<file path="config.mk">
export PLATFORM = sky130hd
export DESIGN_NAME = m506_filtered_converter
export DESIGN_NICKNAME = d
export VERILOG_FILES = /design/src/rtl/m506_filtered_converter.sv
export SDC_FILE = /design/constraint.sdc
export NUM_CORES = 1
export LEC_CHECK = 0
export ABC_AREA = 0
export CAP_MARGIN = 30
export CORE_ASPECT_RATIO = 1.1
export CORE_MARGIN = 8
export CORE_UTILIZATION = 51
export DETAILED_ROUTE_END_ITERATION = 12
export PLACE_DENSITY = 0.8
export SYNTH_ARGS = -nofsm -noshare
export SYNTH_HDL_FRONTEND = slang
export SYNTH_SLANG_ARGS = --single-unit
</file>
<file path="constraint.sdc">
create_clock -name clk -period 4.7 [get_ports clk]
set_clock_uncertainty 0.15 [all_clocks]
set_input_delay 0.94 -clock clk [delete_from_list [all_inputs] [get_ports clk]]
set_output_delay 0.94 -clock clk [all_outputs]
set_load 0.02 [all_outputs]
</file>
<file path="src/rtl/m506_filtered_converter.sv">
// Multi-channel negative-logic input converter: gate, synchronise, debounce, pulse on change.
// Optional sticky assert flags per channel when M506F_FLAG_EN is defined.
module m506_filtered_converter #(
  parameter int unsigned CHANNELS = 6,
  parameter int unsigned GATES    = 3,
  parameter int unsigned DEBOUNCE = 4,
  parameter int unsigned CNT_W    = 3
) (
  input  logic                        clk,
  input  logic                        reset,
  input  logic [CHANNELS-1:0]         in_n,
  input  logic [CHANNELS*GATES-1:0]   gate,
  output logic [CHANNELS-1:0]         out_n,
  output logic [CHANNELS-1:0]         assert_pulse,
  output logic [CHANNELS-1:0]         release_pulse
`ifdef M506F_FLAG_EN
  ,
  output logic [CHANNELS-1:0]         flag,
  input  logic [CHANNELS-1:0]         flag_clr
`endif
);

  logic [CHANNELS-1:0] raw;
  logic [CHANNELS-1:0] sync1_q, sync2_q;
  logic [CHANNELS-1:0] filt_q, filt_d;
  logic [CHANNELS-1:0] assert_q, assert_d;
  logic [CHANNELS-1:0] release_q, release_d;
  logic [CNT_W-1:0]    cnt_q [CHANNELS];
  logic [CNT_W-1:0]    cnt_d [CHANNELS];

  always_comb begin
    for (int i = 0; i < int'(CHANNELS); i++) begin
      raw[i] = ~in_n[i] & (&gate[i*GATES +: GATES]);
    end
  end

  // Any return of sync2 to the accepted level restarts the count from zero.
  always_comb begin
    filt_d    = filt_q;
    assert_d  = '0;
    release_d = '0;
    for (int i = 0; i < int'(CHANNELS); i++) begin
      cnt_d[i] = '0;
      if (sync2_q[i] != filt_q[i]) begin
        if (cnt_q[i] == CNT_W'(DEBOUNCE - 1)) begin
          filt_d[i]    = sync2_q[i];
          assert_d[i]  = sync2_q[i];
          release_d[i] = ~sync2_q[i];
        end else begin
          cnt_d[i] = cnt_q[i] + 1'b1;
        end
      end
    end
  end

  always_ff @(posedge clk or posedge reset) begin
    if (reset) begin
      sync1_q   <= '0;
      sync2_q   <= '0;
      filt_q    <= '0;
      assert_q  <= '0;
      release_q <= '0;
      for (int i = 0; i < int'(CHANNELS); i++) begin
        cnt_q[i] <= '0;
      end
    end else begin
      sync1_q   <= raw;
      sync2_q   <= sync1_q;
      filt_q    <= filt_d;
      assert_q  <= assert_d;
      release_q <= release_d;
      for (int i = 0; i < int'(CHANNELS); i++) begin
        cnt_q[i] <= cnt_d[i];
      end
    end
  end

  assign out_n         = ~filt_q;
  assign assert_pulse  = assert_q;
  assign release_pulse = release_q;

`ifdef M506F_FLAG_EN
  logic [CHANNELS-1:0] flag_q, flag_d;

  // Set has priority over a simultaneous clear.
  always_comb begin
    flag_d = (flag_q & ~flag_clr) | assert_q;
  end

  always_ff @(posedge clk or posedge reset) begin
    if (reset) begin
      flag_q <= '0;
    end else begin
      flag_q <= flag_d;
    end
  end

  assign flag = flag_q;
`else
  // Flag feature absent in this build.
`endif

endmodule

</file>
==> results of run 1 <==
==> layout by cell type (no fill, tap or decap), drive strengths merged <==
| cell | instances |
|---|---|
| xnor2 | 6 |
| mux2 | 6 |
| and3b | 4 |
| nor3b | 16 |
| dfrtp | 48 |
| and3 | 2 |
| clkbuf | 7 |
| clkdlybuf4s50 | 43 |
| and4b | 6 |
| nand2b | 4 |
| ha | 6 |
| nor2b | 4 |
| buf | 1 |
| inv | 7 |
| nor3 | 6 |
==> registers in the layout (all words and copies together) (netlist names) <==
| name | flops |
|---|---|
| cnt_q | 18 |
| assert_pulse | 6 |
| filt_q | 6 |
| release_pulse | 6 |
| sync1_q | 6 |
| sync2_q | 6 |
==> routing by layer <==
layer | track usage (%) | wire length (um) | vias up
li1 | - | - | 498
met1 | 9.86 | 977 | 507
met2 | 19.9 | 1600 | 30
met3 | 5.01 | 230 | 9
met4 | 6.13 | 60 | 0
met5 | 0 | 0 | -
==> power by group through the flow <==
stage          clock (mW)  sequential, mW  combinational, mW
2_1_floorplan           0           0.427             0.0110
3_3_place_gp            0           0.427             0.0324
3_5_place_dp            0           0.428             0.0339
4_1_cts             0.208           0.420             0.0340
5_1_grt             0.224           0.420             0.0392
6_report            0.201           0.420             0.0351
==> cells in the mapped netlist (4+ instances only) <==
library cell and count:
sky130_fd_sc_hd__and3b_1 4, sky130_fd_sc_hd__and4b_1 6, sky130_fd_sc_hd__dfrtp_1 48, sky130_fd_sc_hd__ha_1 6, sky130_fd_sc_hd__inv_1 7, sky130_fd_sc_hd__mux2_2 6
sky130_fd_sc_hd__nand2b_4 4, sky130_fd_sc_hd__nor3_1 6, sky130_fd_sc_hd__nor3b_1 16, sky130_fd_sc_hd__xnor2_1 6
==> stage by stage <==
| step | total power [mW] | util (%) |
|---|---|---|
| global placement | 0.460 | 68.0 |
| detailed placement | 0.462 | 68.0 |
| finish | 0.656 | 70.6 |
| floorplan | 0.438 | - |
| CTS | 0.662 | 70.0 |
| global route | 0.684 | 70.6 |
==> final cells by class <==
type	count	share of cell area, %
well taps	48	2.55
inverters	7	1.12
repair buffers	44	19.2
flip-flops and latches	48	51.1
multi-input cells	60	23.3
clock buffers	7	2.77
==> cell families after synthesis <==
logic type | after synthesis | synth area share (%)
muxes | 6 | 3.81
buffers and inverters | 7 | 1.48
adders and majority gates | 6 | 4.23
and+or+nand+nor | 42 | 19.9
xor gates and xnor gates | 6 | 2.96
DFF | 48 | 67.7
==> worst reg2reg max path, stage by stage (launching register included) <==
cell,delay (ns)
sky130_fd_sc_hd__dfrtp_1,0.42
sky130_fd_sc_hd__ha_1,0.25
sky130_fd_sc_hd__nand2b_4,0.11
sky130_fd_sc_hd__mux2_2,0.33
==> path summary, 6_finish.rpt <==
kind / endpoint / slack [ns] / cells after the start / start
setup / recovery: out_n[5] / 2.13 / 2 / filt_q[5]$_DFFE_PP0P_
min in group asynchronous: assert_pulse[1]$_DFF_PP0_ / 0.58 / 2 / reset
setup reg to reg: filt_q[5]$_DFFE_PP0P_ / 3.34 / 3 / cnt_q[0]$_DFF_PP0_
hold reg to reg: sync2_q[2]$_DFF_PP0_ / 0.20 / 0 / sync1_q[2]$_DFF_PP0_
hold / removal: sync2_q[2]$_DFF_PP0_ / 0.20 / 0 / sync1_q[2]$_DFF_PP0_
max in group asynchronous: assert_pulse[3]$_DFF_PP0_ / 3.41 / 3 / reset
==> metrics.txt, run 1 <==
# TYPE chip_impl_metric gauge
chip_impl_metric{name="vdd.ir_drop.worst",unit="mV"} 0.213
chip_impl_metric{name="post-synth-top-area-fraction",unit="%"} 67.7
chip_impl_metric{name="core_box_area",unit="sq um"} 3330
chip_impl_metric{name="final_layout_fill_cell_count",unit=""} 249
chip_impl_metric{name="period_minus_slack",unit="ns"} 2.57
chip_impl_metric{name="placedInstanceArea",unit="sq um"} 2270
chip_impl_metric{name="clk_transition_reported_paths",unit="ns"} 0.13
chip_impl_metric{name="placed_cells",unit=""} 206
chip_impl_metric{name="postLayoutCellArea",unit="sq um"} 2350
chip_impl_metric{name="routed_via_density",unit=""} 4.88
chip_impl_metric{name="syn_to_final_growth",unit="%"} 32.4
chip_impl_metric{name="drt_drc_violations_left",unit=""} 0
chip_impl_metric{name="critPathArrivalTime",unit="ns"} 1.48
chip_impl_metric{name="clock_sink_count",unit=""} 48
chip_impl_info{name="setup_repair_after_global_routing_missed_its_margin",value="false"} 1
chip_impl_info{name="slowest_stage_cell_crit_path",value="sky130_fd_sc_hd__clkdlybuf4s50_1"} 1
chip_impl_info{name="synthDominantAreaCellType",value="sky130_fd_sc_hd__dfrtp_1"} 1
chip_impl_metric{name="net-switching-power",unit="mW"} 0.131
chip_impl_metric{name="share_clk_of_total_power",unit="%"} 30.7
chip_impl_info{name="setup.worst_path.start_class",value="flop"} 1
chip_impl_metric{name="hold_buffers",unit=""} 0
chip_impl_metric{name="ys_async_sr_fraction",unit="%"} 100
chip_impl_metric{name="finalSetupTns",unit="ns"} 0
chip_impl_metric{name="fp-row-count",unit=""} 22
chip_impl_metric{name="floorplan.io_pins",unit=""} 44
chip_impl_metric{name="synth_cell_types",unit=""} 13
chip_impl_metric{name="max-cap-violations",unit=""} 0
chip_impl_metric{name="antenna_cells",unit=""} 0
chip_impl_metric{name="worst_slack_setup_final",unit="ns"} 2.13
chip_impl_metric{name="power.combinational.fraction",unit="%"} 5.4
chip_impl_metric{name="post_cts.repair.setup_buffers",unit=""} 0
chip_impl_metric{name="hold_viol",unit=""} 0
chip_impl_metric{name="power_density",unit="nW/um^2"} 279
chip_impl_metric{name="grt_max_degree",unit=""} 49
chip_impl_metric{name="design.final.nets",unit=""} 198
chip_impl_metric{name="tightestPinTransition",unit="ns"} 0.284
chip_impl_info{name="ys_dominant_reg_cell",value="sky130_fd_sc_hd__dfrtp_1"} 1
chip_impl_metric{name="pins_over_slew_limit",unit=""} 0
chip_impl_metric{name="wirelength",unit="um"} 2860
chip_impl_metric{name="critPathBufInv",unit=""} 2
chip_impl_metric{name="ant_nets",unit=""} 0
chip_impl_metric{name="antenna_violations_before_repair",unit=""} 0
chip_impl_metric{name="internal_power",unit="mW"} 0.525
chip_impl_metric{name="synthesis.area_per_instance",unit="sq um"} 15.4
chip_impl_metric{name="grt.overflow.total",unit=""} 0
chip_impl_metric{name="cts-buffers-inserted",unit=""} 5
chip_impl_metric{name="worst_slew_margin_rel",unit="%"} 80.9
chip_impl_metric{name="synth_enable_flop_cells",unit=""} 0
chip_impl_metric{name="worst_hold_slack",unit="ns"} 0.204
chip_impl_metric{name="buffers_on_ports",unit=""} 43
chip_impl_metric{name="dp_hpwl",unit="um"} 2250
chip_impl_metric{name="global_router_s_overall_resource_usage",unit="%"} 11.0
chip_impl_metric{name="total_of_warnings_raised_by_yosys",unit=""} 0
chip_impl_metric{name="syn_area",unit="sq um"} 1780
chip_impl_metric{name="initial_core_util",unit="%"} 53.3
chip_impl_info{name="tritoncts",value="done"} 1
chip_impl_metric{name="syn-num-nets",unit=""} 147
chip_impl_metric{name="die-area",unit="sq um"} 5630
chip_impl_metric{name="clkLatencyLatePin",unit="ns"} 0.35
chip_impl_info{name="ctsRootBufferMaster",value="sky130_fd_sc_hd__clkbuf_4"} 1
chip_impl_metric{name="die-height",unit="um"} 77.9
chip_impl_metric{name="setup_viol_count_final",unit=""} 0
chip_impl_metric{name="final-seq-area",unit="sq um"} 1200
chip_impl_metric{name="fin_crit_sh",unit="%"} 54.6
chip_impl_metric{name="place_worst_setup_slack",unit="ns"} 2.42
chip_impl_metric{name="ys_seq_elements",unit=""} 48
chip_impl_info{name="ys_top_cells_by_area",value="sky130_fd_sc_hd__dfrtp_1 68%, sky130_fd_sc_hd__nor3b_1 6.8%, sky130_fd_sc_hd__ha_1 4.2%, sky130_fd_sc_hd__mux2_2 3.8%, sky130_fd_sc_hd__and4b_1 3.4%"} 1
chip_impl_metric{name="final_cell_count_no_fill",unit=""} 214
chip_impl_metric{name="grt_pass1_wl",unit="um"} 4840
chip_impl_info{name="cp_top_family",value="buffers and inverters"} 1
chip_impl_metric{name="switching_share",unit="%"} 19.9
chip_impl_info{name="status",value="complete, no violations"} 1
chip_impl_metric{name="globalplace.congestion",unit=""} 0.739
chip_impl_metric{name="clockBufferDepth",unit=""} 2
chip_impl_metric{name="power_leakage",unit="nW"} 1.10
chip_impl_metric{name="route.detailed.wl_per_inst",unit="um"} 13.4
chip_impl_info{name="worstSetupPathType",value="flop to primary output"} 1
chip_impl_metric{name="achievable-frequency",unit="MHz"} 390
chip_impl_info{name="crit_path_end_kind",value="primary output"} 1
chip_impl_metric{name="cts.htree.levels",unit=""} 2
chip_impl_metric{name="dr_total_vias",unit=""} 1044
chip_impl_metric{name="first_global_vias",unit=""} 1159
chip_impl_metric{name="drt_iter0_drc",unit=""} 44
chip_impl_metric{name="multi_input_comb_area",unit="sq um"} 548
chip_impl_metric{name="drt_first_pass_iters",unit=""} 2
chip_impl_metric{name="timing.critical_path.slowest_cell_delay",unit="ns"} 0.61
chip_impl_metric{name="synth_cells",unit=""} 115
chip_impl_info{name="worstHoldPathType",value="flop to flop"} 1
chip_impl_metric{name="worst-path-max-fanout",unit=""} 4
chip_impl_metric{name="cts-resized-gates",unit=""} 0
chip_impl_metric{name="p_seq_share",unit="%"} 64.0
chip_impl_info{name="crit_chain",value="inv_1, clkdlybuf4s50_1"} 1
chip_impl_metric{name="synth_seq_area_share",unit="%"} 67.7
chip_impl_metric{name="chipWidth",unit="um"} 72.3
chip_impl_metric{name="layout-drive-gt1-share",unit="%"} 12.7
chip_impl_metric{name="worst_ep_required_time",unit="ns"} 3.61
(Power assumes the default switching activity.)
==> run 2: changes to the inputs <==
Settings changed: CORE_UTILIZATION 51 to 48, PLACE_DENSITY 0.8 to 0.76.
Clock period 4.7 ns to 2.6 ns, I/O delays scaled along.
==> metrics.txt, run 2 (synthesis results as in run 1) <==
# TYPE chip_impl_metric gauge
chip_impl_info{name="tritoncts",value="done"} 1
chip_impl_metric{name="grt_pass1_wl",unit="um"} 5380
chip_impl_metric{name="globalplace.congestion",unit=""} 0.674
chip_impl_metric{name="chipWidth",unit="um"} 74.0
chip_impl_metric{name="drt_drc_violations_left",unit=""} 0
chip_impl_info{name="worstHoldPathType",value="flop to flop"} 1
chip_impl_metric{name="antenna_cells",unit=""} 0
chip_impl_info{name="mostFrequentLayoutCells",value="48 x sky130_fd_sc_hd__dfrtp_1, 43 x sky130_fd_sc_hd__clkdlybuf4s50_1, 16 x sky130_fd_sc_hd__nor3b_1"} 1
chip_impl_metric{name="max-cap-violations",unit=""} 0
chip_impl_metric{name="multi_input_comb_area",unit="sq um"} 548
chip_impl_metric{name="achievable-frequency",unit="MHz"} 481
chip_impl_metric{name="worst_ep_required_time",unit="ns"} 1.93
chip_impl_metric{name="cts.htree.levels",unit=""} 2
chip_impl_metric{name="clockBufferDepth",unit=""} 2
chip_impl_info{name="final_common_cell",value="sky130_fd_sc_hd__dfrtp_1"} 1
chip_impl_info{name="slowest_stage_cell_crit_path",value="sky130_fd_sc_hd__clkdlybuf4s50_1"} 1
chip_impl_metric{name="vdd.ir_drop.worst",unit="mV"} 0.474
chip_impl_metric{name="clkLatencyLatePin",unit="ns"} 0.29
chip_impl_metric{name="worst-path-max-fanout",unit=""} 4
chip_impl_info{name="status",value="complete, no violations"} 1
chip_impl_info{name="crit_path_end_kind",value="primary output"} 1
chip_impl_metric{name="critPathArrivalTime",unit="ns"} 1.41
chip_impl_metric{name="power_density",unit="nW/um^2"} 555
chip_impl_metric{name="routed_via_density",unit=""} 4.85
chip_impl_info{name="timing.rr.start",value="cnt_q[0]$_DFF_PP0_"} 1
chip_impl_metric{name="reg2reg_slack",unit="ns"} 1.25
chip_impl_metric{name="design.final.nets",unit=""} 199
chip_impl_metric{name="met2_wirelength",unit="um"} 1800
chip_impl_metric{name="grt.overflow.total",unit=""} 0
chip_impl_metric{name="clock_sink_count",unit=""} 48
chip_impl_metric{name="antenna_violations_before_repair",unit=""} 0
chip_impl_metric{name="hold_viol",unit=""} 0
chip_impl_metric{name="grt_max_degree",unit=""} 26
chip_impl_metric{name="power_leakage",unit="nW"} 1.12
chip_impl_metric{name="clk_transition_reported_paths",unit="ns"} 0.08
chip_impl_metric{name="period_minus_slack",unit="ns"} 2.08
chip_impl_info{name="worst_setup_path_endpoint",value="out_n[5]"} 1
chip_impl_metric{name="cts-resized-gates",unit=""} 0
chip_impl_metric{name="hold_buffers",unit=""} 0
chip_impl_metric{name="layout-drive-gt1-share",unit="%"} 13.1
chip_impl_info{name="setup.worst_path.start_class",value="flop"} 1
chip_impl_metric{name="dr_total_vias",unit=""} 1057
chip_impl_metric{name="post_cts.repair.setup_buffers",unit=""} 0
chip_impl_metric{name="dp_hpwl",unit="um"} 2630
chip_impl_metric{name="timing.critical_path.depth",unit=""} 2
chip_impl_metric{name="wirelength",unit="um"} 3170
chip_impl_metric{name="route.detailed.wl_per_inst",unit="um"} 14.6
chip_impl_metric{name="met1_length",unit="um"} 1160
chip_impl_metric{name="first_global_vias",unit=""} 1215
chip_impl_metric{name="die-area",unit="sq um"} 5900
chip_impl_metric{name="drt_first_pass_iters",unit=""} 4
chip_impl_metric{name="r2r_cells",unit=""} 3
chip_impl_metric{name="syn_to_final_growth",unit="%"} 34.7
chip_impl_info{name="crit_chain",value="inv_1, clkdlybuf4s50_1"} 1
chip_impl_metric{name="core_box_area",unit="sq um"} 3600
chip_impl_metric{name="ant_nets",unit=""} 0
chip_impl_metric{name="fp-row-count",unit=""} 23
chip_impl_metric{name="cts-buffers-inserted",unit=""} 5
chip_impl_info{name="setup_repair_after_global_routing_missed_its_margin",value="false"} 1
chip_impl_metric{name="fin_crit_sh",unit="%"} 79.9
chip_impl_info{name="cp-startpoint",value="filt_q[5]$_DFFE_PP0P_"} 1
chip_impl_metric{name="buffers_on_ports",unit=""} 43
chip_impl_metric{name="place_worst_setup_slack",unit="ns"} 0.821
chip_impl_metric{name="tightestPinTransition",unit="ns"} 0.499
chip_impl_metric{name="critPathBufInv",unit=""} 2
chip_impl_metric{name="global_router_s_overall_resource_usage",unit="%"} 11.9
chip_impl_info{name="cp_top_family",value="buffers and inverters"} 1
chip_impl_info{name="worstSetupPathType",value="flop to primary output"} 1
chip_impl_metric{name="final-seq-area",unit="sq um"} 1200
chip_impl_info{name="ctsRootBufferMaster",value="sky130_fd_sc_hd__clkbuf_8"} 1
chip_impl_metric{name="final_layout_fill_cell_count",unit=""} 275
chip_impl_metric{name="pins_over_slew_limit",unit=""} 0
chip_impl_metric{name="wl_met3",unit="um"} 168
chip_impl_metric{name="die-height",unit="um"} 79.8
chip_impl_metric{name="initial_core_util",unit="%"} 49.4
chip_impl_metric{name="setup_viol_count_final",unit=""} 0
chip_impl_metric{name="postLayoutCellArea",unit="sq um"} 2390
chip_impl_metric{name="finalSetupTns",unit="ns"} 0
chip_impl_metric{name="placedInstanceArea",unit="sq um"} 2280
chip_impl_metric{name="worst_slew_margin_rel",unit="%"} 66.7
chip_impl_metric{name="floorplan.io_pins",unit=""} 44
chip_impl_info{name="top_register",value="cnt_q"} 1
chip_impl_metric{name="drt_iter0_drc",unit=""} 21
chip_impl_metric{name="worst_slack_setup_final",unit="ns"} 0.523
chip_impl_info{name="top_signal_layer_used",value="met4"} 1
chip_impl_metric{name="largest_register_ff_count",unit=""} 18
chip_impl_metric{name="timing.critical_path.slowest_cell_delay",unit="ns"} 0.61
chip_impl_info{name="r2r_end",value="filt_q[5]$_DFFE_PP0P_"} 1
-- run 2: cell count changes in the layout (fill, tap and decap cells not counted), sizes merged --
cell / change
clkinv: +1
buf: +1
bufinv: +1
clkbuf: -1
-- run 2: how the worst min path moves through the flow --
| stage | startpoint | to | slack [ns] | depth (start not counted) |
|---|---|---|---|---|
| finish | sync1_q[1]$_DFF_PP0_ | sync2_q[1]$_DFF_PP0_ | 0.20 | 0 |
| global route | sync1_q[3]$_DFF_PP0_ | sync2_q[3]$_DFF_PP0_ | 0.21 | 0 |
| CTS | sync1_q[1]$_DFF_PP0_ | sync2_q[1]$_DFF_PP0_ | 0.21 | 0 |
| detailed placement | sync1_q[1]$_DFF_PP0_ | sync2_q[1]$_DFF_PP0_ | 0.19 | 0 |
| global placement | sync1_q[3]$_DFF_PP0_ | sync2_q[3]$_DFF_PP0_ | 0.18 | 0 |
| floorplan | sync1_q[0]$_DFF_PP0_ | sync2_q[0]$_DFF_PP0_ | 0.18 | 0 |
-- run 2: routing by layer --
metal,global-route usage [%],up-vias
li1,-,499
met1,11.7,531
met2,21.9,23
met3,4.02,4
met4,4.80,0
met5,0,-
-- run 2: final cells by class --
class	count	area share [%]
Tap cell	50	2.62
Clock inverter	2	1.47
Multi-Input combinational cell	60	22.9
Timing Repair Buffer	45	18.6
Inverter	7	1.10
Sequential cell	48	50.2
Clock buffer	6	3.04
-- run 2: report_power, final --
group | internal, mW | total [mW] | switching [mW]
sequential | 0.753 | 0.758 | 0.00519
clock | 0.285 | 0.506 | 0.221
combinational | 0.0409 | 0.0630 | 0.0221
total | 1.08 | 1.33 | 0.248
-- run 2: through the flow --
stage               cells  util [%]  hold WS, ns  power, mW
floorplan             115         -        0.181      0.792
global placement      210      63.5        0.185      0.833
detailed placement    210      63.5        0.187      0.838
CTS                   218      66.5        0.207       1.34
global route          218      66.5        0.214       1.38
finish                218      66.5        0.204       1.33
